## src/rtl/wb_pkg.sv

```systemverilog
// Shared types and constants for the register write-back arbiter.
// Holds the default bus widths, the FIFO depth and the buffered entry layout.
package wb_pkg;

    localparam int DATA_WIDTH = 32;
    localparam int ADDR_WIDTH = 5;
    localparam int DEPTH      = 4;

    // One buffered register write: destination register and the value to store.
    typedef struct packed {
        logic [ADDR_WIDTH-1:0] addr;
        logic [DATA_WIDTH-1:0] data;
    } wb_entry;

    // Register 0 is hard-wired, so a write to it carries no effect and is dropped.
    function automatic logic writes_reg(input logic [ADDR_WIDTH-1:0] addr);
        return addr != '0;
    endfunction

endpackage

```

## src/rtl/reg_wb_arbiter_if.sv

```systemverilog
// Bundle of the producer handshakes, register file write port, hazard probes
// and status outputs of the write-back arbiter.
// The master side drives requests and probes; the slave side is the arbiter.
interface reg_wb_arbiter_if #(
    parameter int DATA_WIDTH = wb_pkg::DATA_WIDTH,
    parameter int ADDR_WIDTH = wb_pkg::ADDR_WIDTH,
    parameter int DEPTH      = wb_pkg::DEPTH
);
    import wb_pkg::*;

    localparam int CW = $clog2(DEPTH) + 1;

    // ALU request channel (higher priority)
    logic                  a_valid;
    logic                  a_ready;
    logic [ADDR_WIDTH-1:0] a_addr;
    logic [DATA_WIDTH-1:0] a_data;

    // Load-unit request channel
    logic                  b_valid;
    logic                  b_ready;
    logic [ADDR_WIDTH-1:0] b_addr;
    logic [DATA_WIDTH-1:0] b_data;

    // Register file write port
    logic [ADDR_WIDTH-1:0] waddr;
    logic                  wen;
    logic [DATA_WIDTH-1:0] wdata;

    // Hazard probes from the issue stage
    logic [ADDR_WIDTH-1:0] chk_addr1;
    logic [ADDR_WIDTH-1:0] chk_addr2;
    logic                  chk_busy1;
    logic                  chk_busy2;

    // Status
    logic [CW-1:0]         count;
    logic                  idle;

    modport master (
        output a_valid, a_addr, a_data,
        output b_valid, b_addr, b_data,
        output chk_addr1, chk_addr2,
        input  a_ready, b_ready,
        input  waddr, wen, wdata,
        input  chk_busy1, chk_busy2,
        input  count, idle
    );

    modport slave (
        input  a_valid, a_addr, a_data,
        input  b_valid, b_addr, b_data,
        input  chk_addr1, chk_addr2,
        output a_ready, b_ready,
        output waddr, wen, wdata,
        output chk_busy1, chk_busy2,
        output count, idle
    );

endinterface

```

## src/rtl/wb_fifo.sv

```systemverilog
// Circular buffer of pending register writes.
// Takes up to two ordered pushes per edge (slot 0 lands before slot 1) and
// releases at most one entry per edge from the head. Occupancy and per-slot
// addresses are exposed so the top level can flag read-after-write hazards.
module wb_fifo
    import wb_pkg::*;
#(
    parameter int DEPTH = wb_pkg::DEPTH
) (
    input  logic                                    clk,
    input  logic                                    rst,
    input  logic                                    push0_en,
    input  wb_entry                                 push0,
    input  logic                                    push1_en,
    input  wb_entry                                 push1,
    input  logic                                    pop_en,
    output wb_entry                                 head,
    output logic [$clog2(DEPTH):0]                  count,
    output logic [DEPTH-1:0]                        ent_valid,
    output logic [DEPTH-1:0][wb_pkg::ADDR_WIDTH-1:0] ent_addr
);

    localparam int PW = $clog2(DEPTH);
    localparam int CW = PW + 1;

    wb_entry       mem [DEPTH];
    logic [PW-1:0] rd_ptr;
    logic [PW-1:0] wr_ptr;
    logic [CW-1:0] count_q;
    logic [CW-1:0] push_cnt;

    assign push_cnt = CW'(push0_en) + CW'(push1_en);

    // Storage writes; slot 1 always follows slot 0 so order within an edge is kept.
    // Entries carry no reset because every reader qualifies them with occupancy.
    always_ff @(posedge clk) begin
        if (push0_en) begin
            mem[wr_ptr] <= push0;
        end
        if (push1_en) begin
            mem[wr_ptr + PW'(1)] <= push1;
        end
    end

    // Pointer and occupancy bookkeeping; pointers wrap naturally because DEPTH is a power of two.
    always_ff @(posedge clk) begin
        if (!rst) begin
            rd_ptr  <= '0;
            wr_ptr  <= '0;
            count_q <= '0;
        end else begin
            wr_ptr  <= wr_ptr + PW'(push_cnt);
            if (pop_en) begin
                rd_ptr <= rd_ptr + PW'(1);
            end
            count_q <= count_q + push_cnt - CW'(pop_en);
        end
    end

    // A slot is live when its distance from the read pointer is below the occupancy.
    always_comb begin
        ent_valid = '0;
        ent_addr  = '0;
        for (int i = 0; i < DEPTH; i++) begin
            logic [PW-1:0] offset;
            offset       = PW'(i) - rd_ptr;
            ent_valid[i] = ({1'b0, offset} < count_q);
            ent_addr[i]  = mem[i].addr;
        end
    end

    assign head  = mem[rd_ptr];
    assign count = count_q;

endmodule

```

## src/rtl/reg_wb_arbiter.sv

```systemverilog
// Write-side front end for the 32x32 register file.
// Arbitrates ALU (A) and load-unit (B) write-back requests, drops writes to
// register 0, buffers the rest in wb_fifo, and drives the single registered
// write port at one write per cycle. Two combinational probes tell the issue
// stage whether a register still has a write in flight.
module reg_wb_arbiter #(
    parameter int DATA_WIDTH = wb_pkg::DATA_WIDTH,
    parameter int ADDR_WIDTH = wb_pkg::ADDR_WIDTH,
    parameter int DEPTH      = wb_pkg::DEPTH
) (
    input logic             clk,
    input logic             rst,
    reg_wb_arbiter_if.slave bus
);
    import wb_pkg::*;

    localparam int CW = $clog2(DEPTH) + 1;

    logic [CW-1:0]                           count;
    logic [CW-1:0]                           free;
    logic                                    a_ready;
    logic                                    b_ready;
    logic                                    a_nonzero;
    logic                                    b_nonzero;
    logic                                    take_a;
    logic                                    take_b;
    logic                                    push0_en;
    logic                                    push1_en;
    logic                                    pop_en;
    wb_entry                                 a_entry;
    wb_entry                                 b_entry;
    wb_entry                                 push0;
    wb_entry                                 push1;
    wb_entry                                 head;
    logic [DEPTH-1:0]                        ent_valid;
    logic [DEPTH-1:0][wb_pkg::ADDR_WIDTH-1:0] ent_addr;
    logic                                    wen_q;
    logic [ADDR_WIDTH-1:0]                   waddr_q;
    logic [DATA_WIDTH-1:0]                   wdata_q;
    logic                                    hit1;
    logic                                    hit2;

    assign a_nonzero = writes_reg(bus.a_addr);
    assign b_nonzero = writes_reg(bus.b_addr);
    assign a_entry   = '{addr: bus.a_addr, data: bus.a_data};
    assign b_entry   = '{addr: bus.b_addr, data: bus.b_data};

    // Readiness from pre-edge occupancy only; B yields its last free slot to a real A write.
    always_comb begin
        free    = CW'(DEPTH) - count;
        a_ready = 1'b0;
        b_ready = 1'b0;
        if (rst) begin
            a_ready = (free >= CW'(1));
            b_ready = (free >= CW'(2)) || ((free >= CW'(1)) && !(bus.a_valid && a_nonzero));
        end
    end

    assign take_a = bus.a_valid && a_ready && a_nonzero;
    assign take_b = bus.b_valid && b_ready && b_nonzero;

    // Map accepted requests onto the ordered push slots; A always takes the lower slot.
    always_comb begin
        push0_en = take_a || take_b;
        push0    = take_a ? a_entry : b_entry;
        push1_en = take_a && take_b;
        push1    = b_entry;
    end

    assign pop_en = (count != '0);

    wb_fifo #(
        .DEPTH (DEPTH)
    ) u_fifo (
        .clk       (clk),
        .rst       (rst),
        .push0_en  (push0_en),
        .push0     (push0),
        .push1_en  (push1_en),
        .push1     (push1),
        .pop_en    (pop_en),
        .head      (head),
        .count     (count),
        .ent_valid (ent_valid),
        .ent_addr  (ent_addr)
    );

    // Register-file write port: load the head whenever one is popped, otherwise drop wen and hold the rest.
    always_ff @(posedge clk) begin
        if (!rst) begin
            wen_q   <= 1'b0;
            waddr_q <= '0;
            wdata_q <= '0;
        end else if (pop_en) begin
            wen_q   <= 1'b1;
            waddr_q <= head.addr;
            wdata_q <= head.data;
        end else begin
            wen_q   <= 1'b0;
        end
    end

    // Hazard compare against every live buffered entry plus the write currently on the port.
    always_comb begin
        hit1 = 1'b0;
        hit2 = 1'b0;
        for (int i = 0; i < DEPTH; i++) begin
            if (ent_valid[i] && (ent_addr[i] == bus.chk_addr1)) begin
                hit1 = 1'b1;
            end
            if (ent_valid[i] && (ent_addr[i] == bus.chk_addr2)) begin
                hit2 = 1'b1;
            end
        end
        if (wen_q && (waddr_q == bus.chk_addr1)) begin
            hit1 = 1'b1;
        end
        if (wen_q && (waddr_q == bus.chk_addr2)) begin
            hit2 = 1'b1;
        end
    end

    assign bus.a_ready   = a_ready;
    assign bus.b_ready   = b_ready;
    assign bus.wen       = wen_q;
    assign bus.waddr     = waddr_q;
    assign bus.wdata     = wdata_q;
    assign bus.count     = count;
    assign bus.idle      = (count == '0) && !wen_q;
    assign bus.chk_busy1 = rst && writes_reg(bus.chk_addr1) && hit1;
    assign bus.chk_busy2 = rst && writes_reg(bus.chk_addr2) && hit2;

endmodule

```

## src/flat_wrapper.sv

```systemverilog
// flat-port wrapper written by rule: the top's interface ports become plain ports
module reg_wb_arbiter_flat import wb_pkg::*;
#(
    parameter int DATA_WIDTH = wb_pkg::DATA_WIDTH,
    parameter int ADDR_WIDTH = wb_pkg::ADDR_WIDTH,
    parameter int DEPTH      = wb_pkg::DEPTH
)
  (clk, rst, bus_a_valid, bus_a_addr, bus_a_data, bus_b_valid, bus_b_addr, bus_b_data, bus_chk_addr1, bus_chk_addr2, bus_a_ready, bus_b_ready, bus_waddr, bus_wen, bus_wdata, bus_chk_busy1, bus_chk_busy2, bus_count, bus_idle);
  reg_wb_arbiter_if #(.DATA_WIDTH(DATA_WIDTH), .ADDR_WIDTH(ADDR_WIDTH), .DEPTH(DEPTH)) bus_i ();
  input logic clk;
  input logic rst;
  input wire logic [$bits(bus_i.a_valid)-1:0] bus_a_valid;
  input wire logic [$bits(bus_i.a_addr)-1:0] bus_a_addr;
  input wire logic [$bits(bus_i.a_data)-1:0] bus_a_data;
  input wire logic [$bits(bus_i.b_valid)-1:0] bus_b_valid;
  input wire logic [$bits(bus_i.b_addr)-1:0] bus_b_addr;
  input wire logic [$bits(bus_i.b_data)-1:0] bus_b_data;
  input wire logic [$bits(bus_i.chk_addr1)-1:0] bus_chk_addr1;
  input wire logic [$bits(bus_i.chk_addr2)-1:0] bus_chk_addr2;
  output wire logic [$bits(bus_i.a_ready)-1:0] bus_a_ready;
  output wire logic [$bits(bus_i.b_ready)-1:0] bus_b_ready;
  output wire logic [$bits(bus_i.waddr)-1:0] bus_waddr;
  output wire logic [$bits(bus_i.wen)-1:0] bus_wen;
  output wire logic [$bits(bus_i.wdata)-1:0] bus_wdata;
  output wire logic [$bits(bus_i.chk_busy1)-1:0] bus_chk_busy1;
  output wire logic [$bits(bus_i.chk_busy2)-1:0] bus_chk_busy2;
  output wire logic [$bits(bus_i.count)-1:0] bus_count;
  output wire logic [$bits(bus_i.idle)-1:0] bus_idle;
  assign bus_i.a_valid = bus_a_valid;
  assign bus_i.a_addr = bus_a_addr;
  assign bus_i.a_data = bus_a_data;
  assign bus_i.b_valid = bus_b_valid;
  assign bus_i.b_addr = bus_b_addr;
  assign bus_i.b_data = bus_b_data;
  assign bus_i.chk_addr1 = bus_chk_addr1;
  assign bus_i.chk_addr2 = bus_chk_addr2;
  assign bus_a_ready = bus_i.a_ready;
  assign bus_b_ready = bus_i.b_ready;
  assign bus_waddr = bus_i.waddr;
  assign bus_wen = bus_i.wen;
  assign bus_wdata = bus_i.wdata;
  assign bus_chk_busy1 = bus_i.chk_busy1;
  assign bus_chk_busy2 = bus_i.chk_busy2;
  assign bus_count = bus_i.count;
  assign bus_idle = bus_i.idle;
  reg_wb_arbiter #(.DATA_WIDTH(DATA_WIDTH), .ADDR_WIDTH(ADDR_WIDTH), .DEPTH(DEPTH)) u_core (.clk(clk), .rst(rst), .bus(bus_i));
endmodule
```

## config.mk

```make
export PLATFORM = sky130hd
export DESIGN_NAME = reg_wb_arbiter_flat
export DESIGN_NICKNAME = d
export VERILOG_FILES = /design/src/rtl/wb_pkg.sv /design/src/rtl/reg_wb_arbiter_if.sv /design/src/rtl/wb_fifo.sv /design/src/rtl/reg_wb_arbiter.sv /design/src/flat_wrapper.sv
export SDC_FILE = /design/constraint.sdc
export NUM_CORES = 1
export LEC_CHECK = 0
export CORE_MARGIN = 8
export CORE_UTILIZATION = 35
export CTS_CLUSTER_DIAMETER = 120
export DETAILED_ROUTE_END_ITERATION = 16
export GPL_ROUTABILITY_DRIVEN = 0
export GPL_TIMING_DRIVEN = 0
export PLACE_DENSITY = 0.65
export SLEW_MARGIN = 0
export SYNTH_ARGS = -nofsm -noshare
export SYNTH_HDL_FRONTEND = slang
export SYNTH_SLANG_ARGS = --single-unit
```

## constraint.sdc

```tcl
create_clock -name clk -period 6.75 [get_ports clk]
set_input_delay 1.0125 -clock clk [delete_from_list [all_inputs] [get_ports clk]]
set_output_delay 1.0125 -clock clk [all_outputs]
set_load 0.03 [all_outputs]
```

# Yosys cells after proc, flatten, opt, wreduce, memory -nomap -nowiden
# Memories as Yosys holds them, arrays and structs flattened. A register that Yosys moved wholly into a read port is not among the register bits.
# Index checks and enable logic that the tools add are counted.
totals:
  latchBits: 0
  elab_cells: 83
  romBits: 0
  output_inout_bits: 46
  regBits: 8
  ramBits: 148
  input_bits: 88
  n_memories: 1
classes:
  div_mod_pow: 0
  shift: 0
  eq_ne: 10
  bitwise_logic: 0
  magnitude_cmp: 6
  reduce_logical: 33
  mul: 0
  n_addsub: 11
  n_mux: 18
mem_list:
  columns: ["memory", "depth", "word_bits", "rd", "rd_clocked_by_memory_dff", "wr", "line_no", "text"]
  rows:
  - ["u_core.u_fifo.mem", 4, 37, 5, 1, 2, "wb_fifo.sv:26", "wb_entry mem [DEPTH];"]
op_table:
  columns: ["operator", "n"]
  rows:
  - ["$eq A5 B5 Y1", 10]
  - ["$mux W37", 1]
  - ["$logic_and A1 B1 Y1", 22]
  - ["$reduce_bool A5 Y1", 4]
  - ["$mux W1", 17]
  - ["$lt A2 B3 Y1", 4]
  - ["$add A2 B1 Y2 const B", 2]
  - ["$sub A1 B2 Y2 const A", 2]
  - ["$sub A2 B2 Y2 const A", 2]
  - ["$add A3 B3 Y3", 1]
  - ["$ge A3 B1 Y1 const B", 1]
  - ["$ge A3 B2 Y1 const B", 1]
  - ["$logic_not A1 Y1", 3]
  - ["$logic_not A3 Y1", 1]
  - ["$reduce_bool A3 Y1", 1]
  - ["$sub A3 B1 Y3", 1]
  - ["$sub A3 B3 Y3 const A", 1]
  - ["$add A1 B1 Y2", 1]
  - ["$add A2 B2 Y2", 1]
  - ["$logic_or A1 B1 Y1", 2]

# Longest topological paths before layout
# Gate-level depths: netlist of the first run.
depth:
  depth_word: 12
  ltp_mapped: 18

# Modules after synthesis
# Synthesis of the first run repeated with hierarchy kept, for this count alone.
unflattened:
  cells_unflattened: 712
  hier_area_um2: 10612.7
modules_own_cells:
  columns: ["mod", "cells_per_inst", "n_inst", "area_each_um2", "seq_area_each_um2"]
  rows:
  - ["wb_fifo", 442, 1, 7976.4, 4624.4]
  - ["reg_wb_arbiter", 270, 1, 2636.3, 760.7]

# Worst setup path after synthesis of the first run
# Ideal clock, no wire load.
synth_path:
  path_kind: "input -> register"
  startpoint: "in bus_a_addr[0]"
  endpoint: "mem u_core.u_fifo.mem[0][0] in the netlist's numbering (enable)"
  cell_stages: 7
  setup_time_ns: 0.487
  arrival_ns: 5.821
  n_path_buf: 0
  setup_slack_ns: 0.442
  path_cell_list: "or4_1 > o21ai_1 > o21ai_0 > a21boi_0 > o211ai_1 > ha_1 > o31ai_1"
synth_lines:
  columns: ["item", "line_no", "text"]
  rows:
  - ["start: declaration", "flat_wrapper.sv:13", "input wire logic [$bits(bus_i.a_addr)-1:0] bus_a_addr;"]
  - ["end: declaration", "wb_fifo.sv:26", null]

# Final worst setup path of the first run
layout_path:
  startpoint: "in bus_a_addr[1]"
  endpoint: "out bus_b_ready"
layout_via:
  elab_chain_len: 6
layout_lines:
  columns: ["item", "line_no", "text"]
  rows:
  - ["$reduce_bool A5 Y1", "wb_pkg.sv:17", "return addr != '0;"]
  - ["$logic_and A1 B1 Y1", "reg_wb_arbiter.sv:55", "b_ready = (free >= CW'(2)) || ((free >= CW'(1)) && !(bus.a_valid && a_nonzero));"]
  - ["$logic_not A1 Y1", "reg_wb_arbiter.sv:55", null]
  - ["$logic_and A1 B1 Y1", "reg_wb_arbiter.sv:55", null]
  - ["$logic_or A1 B1 Y1", "reg_wb_arbiter.sv:55", null]
  - ["$mux W1", "reg_wb_arbiter.sv:53", "if (rst) begin"]
  - ["end: declaration", "flat_wrapper.sv:21", "output wire logic [$bits(bus_i.b_ready)-1:0] bus_b_ready;"]
# Every way passes these cells.

==> results of run 1 <==
[synthesized netlist by cell type (all sizes together), types with 3 or more instances]
cell type	n
inv	14
mux4	37
ha	15
buf	23
nor4	6
nand2	76
o31ai	3
nand3	8
o21ai	5
nor2b	5
and2	5
a31oi	6
nor2	6
a21boi	39
edfxtp	148
or4	4
clkbuf	25
xor2	28
xnor2	28
mux2	148
dfxtp	45
[routing by layer]
metal	GRT usage [%]	vias up
li1	-	2886
met1	18.4	3051
met2	25.4	145
met3	3.54	19
met4	3.24	2
met5	0	-
[path summary, 6_finish.rpt]
check,endpoint,slack (ns),depth (start not counted)
setup reg to reg,u_core.u_fifo.mem[1][19]$_DFFE_PP_,2.88,11
hold / removal,u_core.bus.wdata[27]$_SDFFE_PN0P_,0.48,2
hold reg to reg,u_core.bus.wdata[27]$_SDFFE_PN0P_,0.48,2
setup / recovery,bus_b_ready,1.99,6
[flip-flops by register name (all words and copies together) (netlist names)]
name and count:
u_core.u_fifo.count 3, u_core.bus.wdata 32, u_core.u_fifo.rd_ptr 2, u_core.u_fifo.mem 148, u_core.bus.wen 1, u_core.u_fifo.wr_ptr 2
u_core.bus.waddr 5
[power groups by stage]
stage               registers, mW  logic, mW  clock network [mW]
floorplan                    2.07       1.31                   0
global placement             1.89       2.29                   0
detailed placement           1.86       2.40                   0
CTS                          1.84       2.41               0.991
global route                 1.87       2.54                1.03
finish                       1.84       2.36               0.966
[cell families (layout without fill, tap and decap cells)]
family	count (synthesis)	count (layout)	synth area share, %
flip-flops	193	193	52.4
multiplexers	185	185	26.7
AND/OR/NAND/NOR	118	118	5.31
AO/OA/AOI/OAI	62	62	4.71
buffers and inverters	62	224	4.02
XOR/XNOR	56	56	4.81
adder cells (fa/ha/maj)	16	16	2.04
other	0	1	0
[critical path, delay by kind of cell]
family	cells	cell delay, ns
and+or+nand+nor	1	0.56
buffers and inverters	2	1.34
AOI/OAI and AO/OA	3	0.84
[layout make-up]
cell class | count | area [um^2] | share of cell area, %
multi-input combinational | 437 | 4490 | 35.4
timing repair buffer | 130 | 1380 | 10.9
buffer | 48 | 358 | 2.82
clock buffer | 18 | 429 | 3.39
inverter | 14 | 52.6 | 0.415
sequential | 193 | 5350 | 42.2
clock inverter | 14 | 128 | 1.01
tap | 384 | 480 | 3.79
antenna | 1 | 2.50 | 0.0198
[cells in the final DEF, fill, tap and decap left out, drive strengths merged, types with 15 or more instances in the layout]
cell | synthesis | routed
xor2 | 28 | 28
mux4 | 37 | 37
ha | 15 | 15
edfxtp | 148 | 148
clkbuf | 25 | 43
xnor2 | 28 | 28
buf | 23 | 30
dfxtp | 45 | 45
clkdlybuf4s50 | 0 | 123
mux2 | 148 | 148
a21boi | 39 | 39
nand2 | 76 | 76
inv | 14 | 18
[through the flow]
stage          utilization [%]  worst slack [ns]  setup TNS [ns]  area, um^2
6_report                  44.1              1.99               0       12700
5_1_grt                   44.1              1.84               0       12700
4_1_cts                   44.1              1.99               0       12700
3_5_place_dp              42.2              1.79               0       12100
3_3_place_gp              41.5             -2.71         -229.13       11900
2_1_floorplan                -             0.442               0       10200
==> impl_metrics.csv, run 1 <==
group,metric,value,unit
final_layout,fill_cells,2640,
worst_setup_path,cp_slowest_cell,"clkdlybuf4s50_1",
grt,antenna_found_initial,1,
grt,grt_pass1_wl,39.2,mm
routing,wl_met3,1.34,mm
grt,overflow,0,
synthesis,syn_area_per_cell,14.7,um^2
power,seqPwrFrac,35.5,%
worst_setup_path,path_class,"in2out",
timing,maxSlewHeadroom,30.5,%
final_layout,nets,945,
run,cap_viol_max_count,0,
floorplanning,die_x,187,um
synthesis,syn_nets,796,
synthesis,synth_flop_cell,"edfxtp_1",
worst_setup_path,end_kind,"output port",
final_layout,stdcell_count,1239,
synthesis,syn_inst,692,
clock_tree,clockBufferDepth,2,
clock_tree,cts-root-buf,"clkbuf_16",
worst_hold_path,hold_class,"reg2reg",
worst_setup_path,startpoint,"bus_a_addr[1]",
grt,grt_usage,14.7,%
outcome,status,"finished, final reports clean",
worst_setup_path,slowest_delay,0.80,ns
worst_setup_path,worstPathMaxFanout,5,
power,switching_share,37.2,%
floorplanning,row_count,62,
synthesis,async_reset_ff_share,0,%
timing,rsz0062_at_grt,"false",
synthesis,yosysTopAreaCell,"edfxtp_1",
timing,hold_slack,0.475,ns
worst_setup_path,reg2reg_from,"u_core.u_fifo.count[0]$_SDFF_PN0_",
routing,ant_nets,0,
routing,highest_layer,"met5",
worst_setup_path,worstPathCellList,"clkdlybuf4s50_1 > or4_1 > o21ai_1 > o21ai_0 > a21boi_0 > clkdlybuf4s50_1",
final_layout,area_growth,24.2,%
synthesis,synthTopCellsByArea,"edfxtp_1, mux2_2, dfxtp_1",
clock_tree,clkLatencyLatePin,0.43,ns
worst_setup_path,crit_arrival,3.75,ns
power,power_switching,1.92,mW
place,portBuffers,123,
clock_tree,clock-sinks,193,
synthesis,synth_top_area_share,43.6,%
routing,via_count,6103,
routing,routed-wl-met2,12.9,mm
timing,slew_violations,0,
clock_tree,ctsResizeCount,0,
clock_tree,numCtsBuffers,17,
routing,drt-pass1-iter-count,4,
synthesis,ys_seq_elements,193,
synthesis,ys_seq_area_share,52.4,%
floorplanning,die-area,34900,um^2
timing,finalHoldViolCount,0,
worst_hold_path,hold_start,"u_core.bus.wdata[27]$_SDFFE_PN0P_",
clock_tree,clk_pin_slew_worst_paths,0.07,ns
synthesis,synth_area,10200,um^2
floorplanning,core,28700,um^2
worst_setup_path,worstSetupStartpointType,"input pin",
floorplanning,start_util,35.5,%
worst_setup_path,cpMostUsedCell,"clkdlybuf4s50_1",
power,p_comb_share,45.7,%
timing,period_needed,4.76,ns
place,place_hpwl,18.3,mm
routing,viasPerCell,4.93,
place,placed_cells,1206,
clock_tree,htree_levels,4,
timing,tightest_slew,1.04,ns
power,p_per_area,408,nW/um^2
routing,drt_iter0_markers,393,
routing,m1WireLength,11.6,mm
grt,grt_pass1_vias,6482,
final_layout,drive_gt1_share,28.7,%
worst_setup_path,crit_required,5.74,ns
synthesis,ys_warn_count,0,
floorplanning,io_pins,134,
synthesis,synth.distinct_cells,42,
clock_tree,cts_tree,"done",
clock_tree,cts_hold_buf,0,
timing,setup_viol,0,
routing,wire_per_inst,21.1,um
power,finalPower,5.16,mW
grt,grt_max_degree,26,
power,pwr-share-clk,18.7,%
floorplanning,die_h,187,um
clock_tree,postCtsSetupBuffers,0,
timing,fin_skew,0.0154,ns
synthesis,synth_edf_count,148,
timing,timing.final.crit_share,70.6,%
power,internal-power,3.24,mW
power,p_leak,4.37,nW
routing,drc,0,
power,ir_drop,258,uV
timing,fmax,210,MHz
routing,wirelength,26.1,mm
(Power assumes the default switching activity.)
==> run 2: changes to the inputs <==
- PLACE_DENSITY: 0.65 -> 0.67
- clock period: 6.75 -> 3.8 ns (I/O delays scaled with it)
==> impl_metrics.csv, run 2 (synthesis results as in run 1) <==
group,metric,value,unit
power,p_leak,4.41,nW
final_layout,regMostFlops,"u_core.u_fifo.mem",
routing,ant_nets,0,
timing,setup_viol,0,
clock_tree,clockBufferDepth,2,
grt,antenna_found_initial,3,
final_layout,fin_area,12700,um^2
timing,fin_skew,0.0134,ns
timing,finalHoldViolCount,0,
worst_setup_path,end_kind,"output port",
timing,slew_violations,0,
timing,timing.final.crit_share,94.3,%
worst_setup_path,cp_top_family,"buffers and inverters",
routing,viasPerCell,5.02,
worst_setup_path,cp_slowest_cell,"clkbuf_1",
power,ir_drop,279,uV
floorplanning,die_x,187,um
routing,drc,0,
worst_setup_path,path_class,"reg2out",
routing,via_count,6221,
grt,overflow,0,
final_layout,diodes,0,
worst_setup_path,r2r_cells,18,
worst_setup_path,worstSetupStartpointType,"flop",
clock_tree,numCtsBuffers,17,
routing,drt-pass1-iter-count,5,
routing,wire_per_inst,21.2,um
grt,grt_pass1_vias,6863,
worst_hold_path,hold_class,"reg2reg",
floorplanning,start_util,35.5,%
grt,grt_max_degree,38,
clock_tree,cts-root-buf,"clkbuf_16",
timing,tightest_slew,0.843,ns
grt,grt_pass1_wl,39.9,mm
clock_tree,clock-sinks,193,
worst_setup_path,cp.depth,7,
final_layout,final_cell_mix,"edfxtp_1, clkdlybuf4s50_1, mux2_2, nand2_1, mux2_4",
final_layout,nets,946,
place,place_hpwl,18.5,mm
routing,drt_iter0_markers,330,
run,cap_viol_max_count,0,
timing,worst_slack,0.215,ns
floorplanning,core,28700,um^2
place,dpl_cell_area,12100,um^2
floorplanning,io_pins,134,
clock_tree,clkLatencyLatePin,0.43,ns
floorplanning,row_count,62,
worst_setup_path,critPathBufInv,4,
final_layout,area_growth,24.9,%
worst_hold_path,min_path_cells,2,
worst_setup_path,worstPathMaxFanout,10,
final_layout,drive_gt1_share,29.9,%
worst_setup_path,worstPathCellList,"inv_1 > ha_1 > ha_1 > inv_1 > clkbuf_1 > nor2_1 > clkdlybuf4s50_1",
clock_tree,htree_levels,4,
final_layout,mostFrequentLayoutCell,"edfxtp_1",
worst_setup_path,crit_required,3.23,ns
timing,period_needed,3.58,ns
worst_setup_path,slowest_delay,0.65,ns
clock_tree,clk_pin_slew_worst_paths,0.08,ns
floorplanning,die-area,34900,um^2
timing,rsz0062_at_grt,"false",
timing,maxSlewHeadroom,43.8,%
power,p_per_area,729,nW/um^2
clock_tree,cts_tree,"done",
grt,grt_usage,14.9,%
worst_setup_path,crit_arrival,3.01,ns
place,portBuffers,123,
routing,wirelength,26.2,mm
place,dp_slack,-0.764,ns
timing,tns,0,ns
timing,fmax,279,MHz
outcome,status,"finished, final reports clean",
final_layout,largest_register_ff_count,148,
floorplanning,die_h,187,um
==> run 2: worst paths after layout <==
path | to | from | slack, ns
max | bus_idle | u_core.u_fifo.count[0]$_SDFF_PN0_ | 0.22
min | u_core.bus.wdata[12]$_SDFFE_PN0P_ | u_core.bus.wdata[12]$_SDFFE_PN0P_ | 0.47
max reg2reg | u_core.u_fifo.count[2]$_SDFF_PN0_ | u_core.u_fifo.count[0]$_SDFF_PN0_ | 0.29
min reg2reg | u_core.bus.wdata[12]$_SDFFE_PN0P_ | u_core.bus.wdata[12]$_SDFFE_PN0P_ | 0.47
==> run 2: worst reg2reg max path, stage by stage, from the launching register on <==
cell and delay (ns):
dfxtp_2 0.46, inv_1 0.10, ha_1 0.21, ha_1 0.27, nand2b_1 0.10, o31ai_4 0.19
or2_1 0.17, buf_6 0.16, inv_1 0.10, ha_1 0.33, inv_1 0.05, ha_1 0.26
inv_1 0.05, ha_1 0.13, inv_1 0.05, fa_1 0.37, xnor2_1 0.15, xnor2_1 0.12
and2_1 0.15
==> run 2: where the power goes <==
part | total, mW | switching (mW) | leakage, nW | internal, mW
Sequential | 3.26 | 0.291 | 1.73 | 2.97
Clock | 1.77 | 0.848 | 0.283 | 0.925
Combinational | 4.24 | 2.29 | 2.40 | 1.95
Total | 9.28 | 3.43 | 4.41 | 5.85
==> run 2: layer usage <==
| layer | part of all wire (%) | GRT usage, % | wire length (um) |
|---|---|---|---|
| met5 | 0.13 | 0 | 33 |
| met4 | 1.2 | 3.05 | 306 |
| met3 | 7.0 | 4.29 | 1840 |
| met2 | 52 | 26.7 | 13600 |
| met1 | 40 | 17.6 | 10500 |
==> run 2: final cells by class <==
| type | count | area (um^2) |
|---|---|---|
| buffer | 47 | 360 |
| clock buffer | 17 | 425 |
| clock inverter | 15 | 150 |
| fill | 2653 | 16000 |
| inverter | 14 | 52.6 |
| multi-input combinational | 437 | 4520 |
| sequential | 193 | 5350 |
| tap | 384 | 480 |
| timing repair buffer | 132 | 1400 |
==> run 2: stage by stage <==
step / total power [mW] / hold slack, ns / util (%) / std cells
after floorplan: 6.01 / 0.599 / - / 692
after global placement: 7.41 / 0.460 / 41.7 / 1199
after detailed placement: 7.56 / 0.467 / 42.1 / 1205
after CTS: 9.35 / 0.476 / 44.1 / 1236
after global routing: 9.77 / 0.496 / 44.4 / 1239
final: 9.28 / 0.472 / 44.4 / 1239
==> run 2: timing repair <==
action,in CTS,in global routing
hold buffers,0,0
setup endpoints to repair,76,2
gates resized for setup,11,3
cloned,0,0
pin swaps,0,1
buffers inserted,0,1
==> run 3: changes to the inputs <==
- clock period: 3.8 -> 3 ns (I/O delays scaled with it)
==> impl_metrics.csv, run 3 (synthesis results as in run 1) <==
group,metric,value,unit
outcome,status,"finished, violations left",
outcome,violations,"setup timing",
timing,worst_slack,-0.108,ns
worst_setup_path,reg2reg_from,"u_core.u_fifo.count[1]$_SDFF_PN0_",
timing,slew_violations,0,
clock_tree,cts-root-buf,"clkbuf_16",
routing,wirelength,26.8,mm
place,placed_cells,1205,
floorplanning,die_x,187,um
timing,rsz0062_at_grt,"true",
timing,fin_skew,0.00909,ns
floorplanning,io_pins,134,
clock_tree,clockBufferDepth,2,
worst_setup_path,worstPathCellList,"clkdlybuf4s50_1 > or4_1 > o211a_4 > ha_4 > inv_2 > ha_4 > inv_2 > ha_4 > inv_2 > fa_2 > xnor2_2 > xnor2_1 > and2_1",
timing,maxSlewHeadroom,41.8,%
final_layout,area_growth,30.8,%
clock_tree,clock-sinks,193,
worst_setup_path,end_kind,"flop",
worst_setup_path,cp_slowest_cell,"or4_1",
floorplanning,die_h,187,um
routing,viasPerCell,4.93,
final_layout,mostFrequentLayoutCell,"edfxtp_1",
worst_hold_path,min_path_cells,2,
clock_tree,htree_levels,4,
worst_hold_path,min_to,"u_core.bus.wdata[2]$_SDFFE_PN0P_",
timing,tightest_slew,0.873,ns
routing,via_count,6256,
floorplanning,row_count,62,
worst_setup_path,worstPathMaxFanout,5,
final_layout,regMostFlops,"u_core.u_fifo.mem",
clock_tree,numCtsBuffers,17,
clock_tree,cts_tree,"done",
final_layout,stdcell_count,1270,
floorplanning,die-area,34900,um^2
place,portBuffers,123,
timing,tns,-0.120,ns
timing,finalHoldViolCount,0,
final_layout,diodes,0,
clock_tree,clkLatencyLatePin,0.43,ns
worst_setup_path,crit_required,3.32,ns
power,p_leak,4.66,nW
worst_setup_path,slowest_delay,0.58,ns
worst_setup_path,crit_arrival,3.43,ns
run,cap_viol_max_count,0,
timing,period_needed,3.11,ns
final_layout,fill_cells,2551,
floorplanning,core,28700,um^2
grt,grt_max_degree,22,
routing,drt-pass1-iter-count,4,
routing,drt_iter0_markers,341,
timing,timing.final.crit_share,104,%
worst_setup_path,worstSetupStartpointType,"input pin",
timing,setup_viol,2,
final_layout,nets,977,
power,ir_drop,395,uV
place,place_hpwl,18.2,mm
power,p_per_area,941,nW/um^2
worst_hold_path,hold_class,"reg2reg",
final_layout,drive_gt1_share,35.1,%
grt,grt_usage,15.0,%
routing,wire_per_inst,21.1,um
final_layout,final_cell_mix,"edfxtp_1, clkdlybuf4s50_1, mux2_2, nand2_1, mux2_4",
worst_setup_path,regToRegSetupSlack,-0.10,ns
grt,grt_pass1_vias,6760,
place,dp_slack,-0.919,ns
worst_setup_path,r2r_end,"u_core.u_fifo.count[2]$_SDFF_PN0_",
routing,drc,0,
grt,antenna_found_initial,0,
clock_tree,clk_pin_slew_worst_paths,0.07,ns
grt,overflow,0,
routing,ant_nets,0,
timing,fmax,322,MHz
final_layout,largest_register_ff_count,148,
worst_setup_path,r2r_cells,18,
grt,grt_pass1_wl,40.3,mm
floorplanning,start_util,35.5,%
worst_setup_path,path_class,"in2reg",
worst_hold_path,hold_start,"u_core.bus.wdata[2]$_SDFFE_PN0P_",
[run 3: timing repair]
item,4_1_cts,5_1_grt
hold buffers,0,0
pin swaps,11,11
gates cloned,0,5
buffers inserted,21,9
setup endpoints to repair,302,94
gates resized for setup,29,27
[run 3: how the worst max path moves through the flow]
| stage | from | end | slack (ns) | depth (start not counted) |
|---|---|---|---|---|
| 3_3_place_gp | bus_a_addr[1] | u_core.u_fifo.mem[0][25]$_DFFE_PP_ | -1.68 | 8 |
| 2_1_floorplan | bus_a_addr[0] | u_core.u_fifo.mem[0][0]$_DFFE_PP_ | -0.35 | 7 |
| 3_5_place_dp | bus_a_addr[1] | u_core.u_fifo.mem[2][25]$_DFFE_PP_ | -0.92 | 10 |
| 5_1_grt | u_core.u_fifo.count[1]$_SDFF_PN0_ | u_core.u_fifo.count[2]$_SDFF_PN0_ | -0.21 | 18 |
| 4_1_cts | u_core.u_fifo.rd_ptr[1]$_SDFFE_PN0P_ | bus_chk_busy2 | -0.22 | 9 |
| 6_report | bus_b_addr[2] | u_core.u_fifo.count[2]$_SDFF_PN0_ | -0.11 | 13 |
[run 3: power by group]
group          leakage [nW]  internal, mW  switching [mW]
registers              1.73          3.77           0.384
logic                  2.62          2.87            3.08
clock network         0.310          1.41            1.04
total                  4.66          8.05            4.50
[run 3: metal layers]
metal / up-vias / GRT usage, % / share of wire [%]
li1: 2954 / - / -
met3: 27 / 3.17 / 5.1
met4: 0 / 3.73 / 1.2
met2: 146 / 26.5 / 51
met5: - / 0 / 0
met1: 3129 / 18.4 / 43
[run 3: cell type report]
class                      count  area [um^2]  share of cell area, %
sequential                   193         5360                   40.2
multi-input combinational    437         4660                   34.9
timing repair buffer         164         1770                   13.3
tap                          384          480                   3.60
clock buffer                  17          425                   3.19
buffer                        46          377                   2.82
clock inverter                15          205                   1.54
inverter                      14         61.3                  0.460
[run 3: per-stage QoR]
stage	total power, mW	utilization, %	area [um^2]	hold WS [ns]
2_1_floorplan	7.64	-	10300	0.599
3_3_place_gp	9.43	41.8	12000	0.460
3_5_place_dp	9.62	42.3	12100	0.467
4_1_cts	12.3	45.3	13000	0.476
5_1_grt	13.2	46.5	13300	0.501
6_report	12.6	46.5	13300	0.471
[run 3: critical path: cells and delay by family]
family | cells | cell delay, ns
xor+xnor | 2 | 0.28
buf+inv | 4 | 0.67
simple gates | 2 | 0.73
fa+ha+maj | 4 | 1.02
compound gates | 1 | 0.28
